`config.mk`:
```
export PLATFORM = sky130hd
export DESIGN_NAME = connect4_auto_player
export DESIGN_NICKNAME = d
export VERILOG_FILES = /design/src/rtl/connect4_auto_player.sv
export SDC_FILE = /design/constraint.sdc
export NUM_CORES = 1
export LEC_CHECK = 0
export BUFFER_PORTS_ARGS = -buffer_cell sky130_fd_sc_hd__buf_2
export CORE_ASPECT_RATIO = 1.5
export CORE_MARGIN = 2
export CORE_UTILIZATION = 50
export DETAILED_ROUTE_END_ITERATION = 12
export HOLD_SLACK_MARGIN = 0.08
export PLACE_DENSITY = 0.72
export SLEW_MARGIN = 20
export SYNTH_ARGS = -nofsm -noshare
export SYNTH_HDL_FRONTEND = slang
export SYNTH_SLANG_ARGS = --single-unit
```
`constraint.sdc`:
```
create_clock -name clk -period 3 [get_ports clk]
set_input_delay 0.6 -clock clk [delete_from_list [all_inputs] [get_ports clk]]
set_output_delay 0.6 -clock clk [all_outputs]
set_load 0.02 [all_outputs]
```
`src/rtl/connect4_auto_player.sv`:
```
// connect4_auto_player: plays one Connect 4 side through the col_sel/press_n button interface.
// Optional: define AUTOPLAYER_CENTER_FIRST_EN to always start the column scan at the center (3).
module connect4_auto_player #(
    parameter logic [1:0] AI_PLAYER   = 2'd2,
    parameter int         THINK_CYC   = 16,
    parameter int         PULSE_CYC   = 4,
    parameter int         ACK_TIMEOUT = 64,
    parameter logic [7:0] LFSR_SEED   = 8'hA5
) (
    input  logic       clk,
    input  logic       rst,
    input  logic       enable,
    input  logic [1:0] jugador_actual,
    input  logic       hay_ganador,
    input  logic [6:0] col_full,
    output logic [2:0] col_sel,
    output logic       press_n,
    output logic       busy,
    output logic       no_move,
    output logic       timeout_err
);

    localparam int CW = 16;

    typedef enum logic [2:0] {
        IDLE,
        THINK,
        SCAN,
        PRESS,
        WAIT_ACK,
        DONE
    } state_t;

    state_t        state;
    state_t        next;
    logic [7:0]    lfsr;
    logic          lfsr_fb;
    logic [CW-1:0] cnt;
    logic          cnt_zero;
    logic [2:0]    scan_col;
    logic [2:0]    scan_cnt;
    logic [2:0]    start_col;
    logic [2:0]    scan_inc;
    logic          my_turn;
    logic          cur_full;

    assign lfsr_fb  = lfsr[7] ^ lfsr[5] ^ lfsr[4] ^ lfsr[3];
    assign cnt_zero = (cnt == '0);
    assign my_turn  = enable && (jugador_actual == AI_PLAYER);
    assign cur_full = col_full[scan_col];
    assign scan_inc = (scan_col == 3'd6) ? 3'd0 : scan_col + 3'd1;

`ifdef AUTOPLAYER_CENTER_FIRST_EN
    assign start_col = 3'd3;
`else
    assign start_col = (lfsr[2:0] == 3'd7) ? 3'd0 : lfsr[2:0];
`endif

    always_ff @(posedge clk or posedge rst) begin
        if (rst) begin
            state <= IDLE;
        end else begin
            state <= next;
        end
    end

    always_comb begin
        next = state;
        if (hay_ganador) begin
            next = DONE;
        end else begin
            unique case (state)
                IDLE: begin
                    if (my_turn) next = THINK;
                end
                THINK: begin
                    if (!my_turn)      next = IDLE;
                    else if (cnt_zero) next = SCAN;
                end
                SCAN: begin
                    if (!my_turn)               next = IDLE;
                    else if (!cur_full)         next = PRESS;
                    else if (scan_cnt == 3'd6)  next = DONE;
                end
                PRESS: begin
                    if (cnt_zero) next = WAIT_ACK;
                end
                WAIT_ACK: begin
                    if (jugador_actual != AI_PLAYER) next = IDLE;
                    else if (cnt_zero)               next = IDLE;
                end
                DONE:    next = DONE;
                default: next = IDLE;
            endcase
        end
    end

    always_comb begin
        busy    = 1'b0;
        press_n = 1'b1;
        unique case (state)
            THINK, SCAN, WAIT_ACK: busy = 1'b1;
            PRESS: begin
                busy    = 1'b1;
                press_n = hay_ganador;
            end
            default: ;
        endcase
    end

    // Datapath: shared down-counter, scan pointer, move latch and sticky flags
    always_ff @(posedge clk or posedge rst) begin
        if (rst) begin
            lfsr        <= LFSR_SEED;
            cnt         <= '0;
            scan_col    <= 3'd0;
            scan_cnt    <= 3'd0;
            col_sel     <= 3'd0;
            no_move     <= 1'b0;
            timeout_err <= 1'b0;
        end else begin
            lfsr <= {lfsr[6:0], lfsr_fb};
            unique case (state)
                IDLE: begin
                    cnt <= CW'(THINK_CYC - 1);
                end
                THINK: begin
                    cnt      <= cnt - 1'b1;
                    scan_col <= start_col;
                    scan_cnt <= 3'd0;
                end
                SCAN: begin
                    scan_col <= scan_inc;
                    scan_cnt <= scan_cnt + 3'd1;
                    if (next == PRESS) begin
                        col_sel <= scan_col;
                        cnt     <= CW'(PULSE_CYC - 1);
                    end else if (next == DONE && !hay_ganador) begin
                        no_move <= 1'b1;
                    end
                end
                PRESS: begin
                    if (cnt_zero) cnt <= CW'(ACK_TIMEOUT - 1);
                    else          cnt <= cnt - 1'b1;
                end
                WAIT_ACK: begin
                    cnt <= cnt - 1'b1;
                    if (!hay_ganador && cnt_zero &&
                        jugador_actual == AI_PLAYER) begin
                        timeout_err <= 1'b1;
                    end
                end
                default: ;
            endcase
        end
    end

endmodule

```
==> run metrics, run 1 <==
outcome completed; RSZ-0062 raised after global routing false; post-route ant nets 0; Via Count 1822; initial drt markers 57; type of origin of the critical path flip-flop; Leak Pwr about 1.1 nW; max-slew violations 0; sequential fraction of the synthesis area 0.4326; Setup violations, final 0; DP HPWL 3462 um; Sw Share 0.2704; Hold Crit Start lfsr[6]; IO Pins 20; TNS Setup 0 ns; share of power burned in combinational logic 0.180; post-CTS setup buffers 0; P_int approximately 0.0011 W; largest net degree at the start of global routing 39; Post-Syn Instances between 200 and 250; synthesized flop and latch total 38; Core ar. 4245 um2; DIE AREA 4978 um2; Post-synth EDFFs 0; Reg power frac 0.446; Yosys top cell by area dfrtp_1; largest cells by area after synthesis dfrtp_1 (39%), dfstp_2 (4.8%), a31o_2 (4.0%); Post-synth ARST share 1.000; worst setup path class flip-flop to flip-flop; CTS tree yes; GRT Overall Usage 0.2119; Initial Utilization 0.5205; Final Cycle Share 0.9137; routability cong. a little over 0.8; worst-margin pin slew around 0.52 ns; Worst R2R Start cnt[0]; Period minus WS final approximately 2.7 ns; Area Growth Syn to Fin 13.70%; Post-Synthesis Net Count 242; crit-path max FO 17; Diodes inserted 0; clock power share 0.375; CTS Buffer Depth 2; Port Buffer Count 19; # fillers roughly 380; num rows 29; Layout Nets 265; Hold Fails Final Rpt 0; Data required, critical path 3.17 ns; Die Height 85.42 um; clk root buf clkbuf_8; vias in the first global route 1718; final wirelength 4837 um; Yosys top cell area share 0.3851; layout cells sized above 1 0.2851; crit path launch cnt[0]; Via-to-Cell Ratio just over 6; Remaining DRCs 0; first-pass GRT wire length 8107 um; fmax 364.8 MHz; # clock sinks 38; Yosys warnings 0; worst skew pair latency 0.29 ns; Worst-path clk slew 0.08 ns; htree depth 2; remaining global-route overflow 0; max cap viols 0; Worst slew margin 0.6514; Post-synth top flop dfrtp_1; Hold Path Class flip-flop to flip-flop; count of cells resized by post-cts repair 0; Sw Pwr ~0.00039 W; count of different cell masters after synthesis between 50 and 60; TritonRoute pass-1 iters 4; initial antenna violation count 0; Routed wire per std cell ~16 um; Die Wd slightly below 60 um; WP data arrival 2.91 ns; Max VDD drop 0.3796 mV; Syn Area/Cell 9.821 um2; CTS buffer count 5; Post-Syn Area 2210 um2; Worst Clk Skew roughly 0.0068 ns; hold_buf cts 0; fin util 0.5918; count leader, synth dfrtp_1; crit end category flip-flop; P per Cell Area 573.8 nW/um2; commonest cells in the netlist dfrtp_1 (34), o21ai_0 (17), a21oi_1 (14)
worst paths after layout:
kind                       depth (start not counted)  slack (ns)          to
hold reg to reg                                    0        0.35     lfsr[7]
setup reg to reg                                   7        0.26  col_sel[2]
max in group asynchronous                          3        2.22     lfsr[5]
setup / recovery                                   7        0.26  col_sel[2]
min in group asynchronous                          3        0.41     cnt[12]
hold / removal                                     0        0.35     lfsr[7]
per-stage QoR:
stage	setup slack, ns	cell area (um2)	instances	hold WS, ns	power (W)
floorplan	0.3787	2210	225	0.3330	0.0008425
global placement	0.3465	2370	287	0.3349	0.0009024
detailed placement	0.2956	2370	287	0.3458	0.0009096
CTS	0.2711	2512	295	0.3517	0.001449
global route	0.1582	2512	295	0.3715	0.001513
finish	0.2590	2512	295	0.3494	0.001442
state kept, by name, indices dropped and copies added (netlist names):
signal	count
cnt	16
lfsr	8
col_sel	3
scan_cnt	3
scan_col	3
state	3
no_move	1
timeout_err	1
cell families after synthesis:
logic type,Yosys count,synth area share
DFF,38,0.4326
and+or+nand+nor,71,0.1903
muxes,8,0.03794
adders and majority gates,4,0.02265
buffers and inverters,21,0.04246
AOI/OAI and AO/OA,78,0.2543
xor gates and xnor gates,5,0.01982
cell type report:
cell class | count | area, um2 | area share
Inverter | 9 | 33.78 | 0.01345
Timing Repair Buffer | 28 | 162.7 | 0.06474
Sequential cell | 38 | 955.9 | 0.3805
Clock inverter | 2 | 60.06 | 0.02390
Clock buffer | 6 | 82.58 | 0.03287
Tap cell | 46 | 57.56 | 0.02291
Multi-Input combinational cell | 166 | 1160 | 0.4617
power groups by stage:
stage / registers (W) / logic, W / clock network [W]
detailed placement: 0.000652 / 0.000258 / 0
CTS: 0.000641 / 0.000261 / 0.000547
floorplan: 0.000631 / 0.000212 / 0
global placement: 0.000648 / 0.000255 / 0
finish: 0.000642 / 0.000259 / 0.000540
global route: 0.000652 / 0.000294 / 0.000567
layout by cell type (no fill, tap or decap), types with 5 or more instances in the layout:
cell      instances
nand2b_1          6
or3_1             7
a31o_2           10
dfrtp_1          34
buf_4             9
nor2_1           13
nand2_1          12
inv_1             9
mux2i_1           5
o21ai_0          17
nor3_1            5
buf_2            19
a21oi_1          14
clkbuf_8          6
or4_1             6
routing by layer:
| layer | vias up | track usage | part of all wire |
|---|---|---|---|
| met4 | 0 | 0.07822 | 0.016 |
| met5 | - | 0 | 0 |
| met2 | 40 | 0.3830 | 0.55 |
| li1 | 894 | - | - |
| met1 | 882 | 0.2465 | 0.41 |
| met3 | 6 | 0.02896 | 0.028 |
worst max-delay path, stage by stage (launching register included):
cell	delay, ns
dfrtp_1	0.41
inv_1	0.14
ha_1	0.16
or4b_2	0.64
nor4_4	0.20
mux2i_1	0.19
o211ai_4	0.49
mux2_2	0.40
Power figures use the tool's default switching activity.
==> run 2, diff against run 1 <==
==> constraint.sdc (replaced) <==
create_clock -name clk -period 3 [get_ports clk]
set_input_delay 0.6 -clock clk [delete_from_list [all_inputs] [get_ports clk]]
set_output_delay 0.6 -clock clk [all_outputs]
set_load 0.1 [all_outputs]
==> run metrics, run 2 (same netlist as run 1, synthesis figures left out) <==
Leak Pwr about 1.1 nW; initial drt markers 43; Via-to-Cell Ratio 6.173; post-route ant nets 0; Core ar. 4245 um2; crit path launch cnt[0]; worst hold slack 0.3284 ns; worst skew pair latency 0.29 ns; cells along the critical path inv_1 -> ha_1 -> or4b_2 -> nor4_4 -> mux2i_1 -> o211ai_4 -> mux2_2; htree depth 2; Final Cycle Share 0.9197; worst setup path class flip-flop to flip-flop; Period minus WS final 2.759 ns; Die Wd roughly 60 um; Crit path largest cell delay 0.63 ns; post-CTS setup buffers 0; Initial Utilization 0.5205; first-pass GRT wire length 8376 um; Setup violations, final 0; crit end category flip-flop; multi-input logic area 1160 um2; sequential standard cell area 955.9 um2; DP HPWL between 3000 and 4000 um; layout cells sized above 1 0.2851; Layout Nets 265; DIE AREA 4978 um2; # clock sinks 38; Tot Pwr 0.001282 W; max cap viols 0; hold_buf cts 0; count of cells resized by post-cts repair 0; largest net degree at the start of global routing 18; most common cell after layout, fill and taps aside dfrtp_1; vias in the first global route 1829; Hold Fails Final Rpt 0; Post-Place Cells 287; Diodes inserted 0; routability cong. 0.8369; Worst slew margin 0.6338; RSZ-0062 raised after global routing false; Routed wire per std cell 16.41 um; clk root buf clkbuf_8; outcome completed; fmax around 360 MHz; CP bufs+invs 1; Worst path depth 7; max FFs per register 16; # fillers 380; WP data arrival between 2 and 3 ns; Hold Path Class input pin to asynchronous set/reset pin; Worst-path clk slew 0.08 ns; P per Cell Area 519.9 nW/um2; TritonRoute pass-1 iters 4; crit-path max FO 17; Port Buffer Count 19; slowest CP cell or4b_2; Top reg by flops cnt; CTS tree yes; initial antenna violation count 0; IO Pins 20; remaining global-route overflow 0; CP delay by family, top simple AND/OR/NAND/NOR gates; reg2reg path depth 7; Largest regs cnt: 16 flops, lfsr: 8 flops; GRT Overall Usage 0.2135; Remaining DRCs 0; TNS Setup 0 ns; CTS buffer count 5; Area Growth Syn to Fin 11.55%; worst-margin pin slew 0.5467 ns; Max VDD drop 0.3574 mV; Data required, critical path 3.18 ns; num rows 29; commonest cells after routing, fill and taps aside dfrtp_1 (34), buf_2 (19), o21ai_0 (17); CTS Buffer Depth 2; Die Height ~85 um; type of origin of the critical path flip-flop; post-route insts no fill 295; Via Count approximately 1.8k; Worst R2R Start cnt[0]; Worst Clk Skew 0.008627 ns; max-slew violations 0; final wirelength about 4800 um
-- run 2: cell types whose count changed in the layout (fill, tap and decap cells not counted), sizes merged --
cell,delta
bufinv,-2
clkinv,+1
clkinvlp,+1
-- run 2: final timing paths --
path,slack [ns],to
max,0.24,col_sel[0]
min reg2reg,0.38,lfsr[7]
max reg2reg,0.24,col_sel[0]
min in group clk,0.38,lfsr[7]
max in group asynchronous,2.08,cnt[1]
min,0.33,cnt[13]
-- run 2: routing by layer --
metal,GRT usage,share of wire
met5,0,0
met4,0.06342,0.013
met3,0.02744,0.023
met2,0.3861,0.53
met1,0.2570,0.43
-- run 2: cell type report --
type / instances / share of cell area
multi-input cells: 166 / 0.4706
flip-flops and latches: 38 / 0.3878
repair buffers: 28 / 0.06599
clock buffers: 6 / 0.03350
well taps: 46 / 0.02335
inverters: 9 / 0.01371
clock inverters: 2 / 0.005076
-- run 2: power breakdown --
group | switching (W) | leakage, nW | internal [W]
clock | 0.000189 | 0.0472 | 0.000185
combinational | 0.000143 | 0.516 | 0.000124
sequential | 0.0000661 | 0.488 | 0.000575
total | 0.000398 | 1.05 | 0.000883
-- run 2: through the flow --
step / area [um2] / utilization / setup WS [ns]
final: 2465 / 0.5806 / 0.2410
after global routing: 2465 / 0.5806 / 0.09158
after CTS: 2465 / 0.5806 / 0.2653
after detailed placement: 2370 / 0.5582 / 0.2813
after global placement: 2370 / 0.5582 / 0.3413
after floorplan: 2210 / - / 0.06340
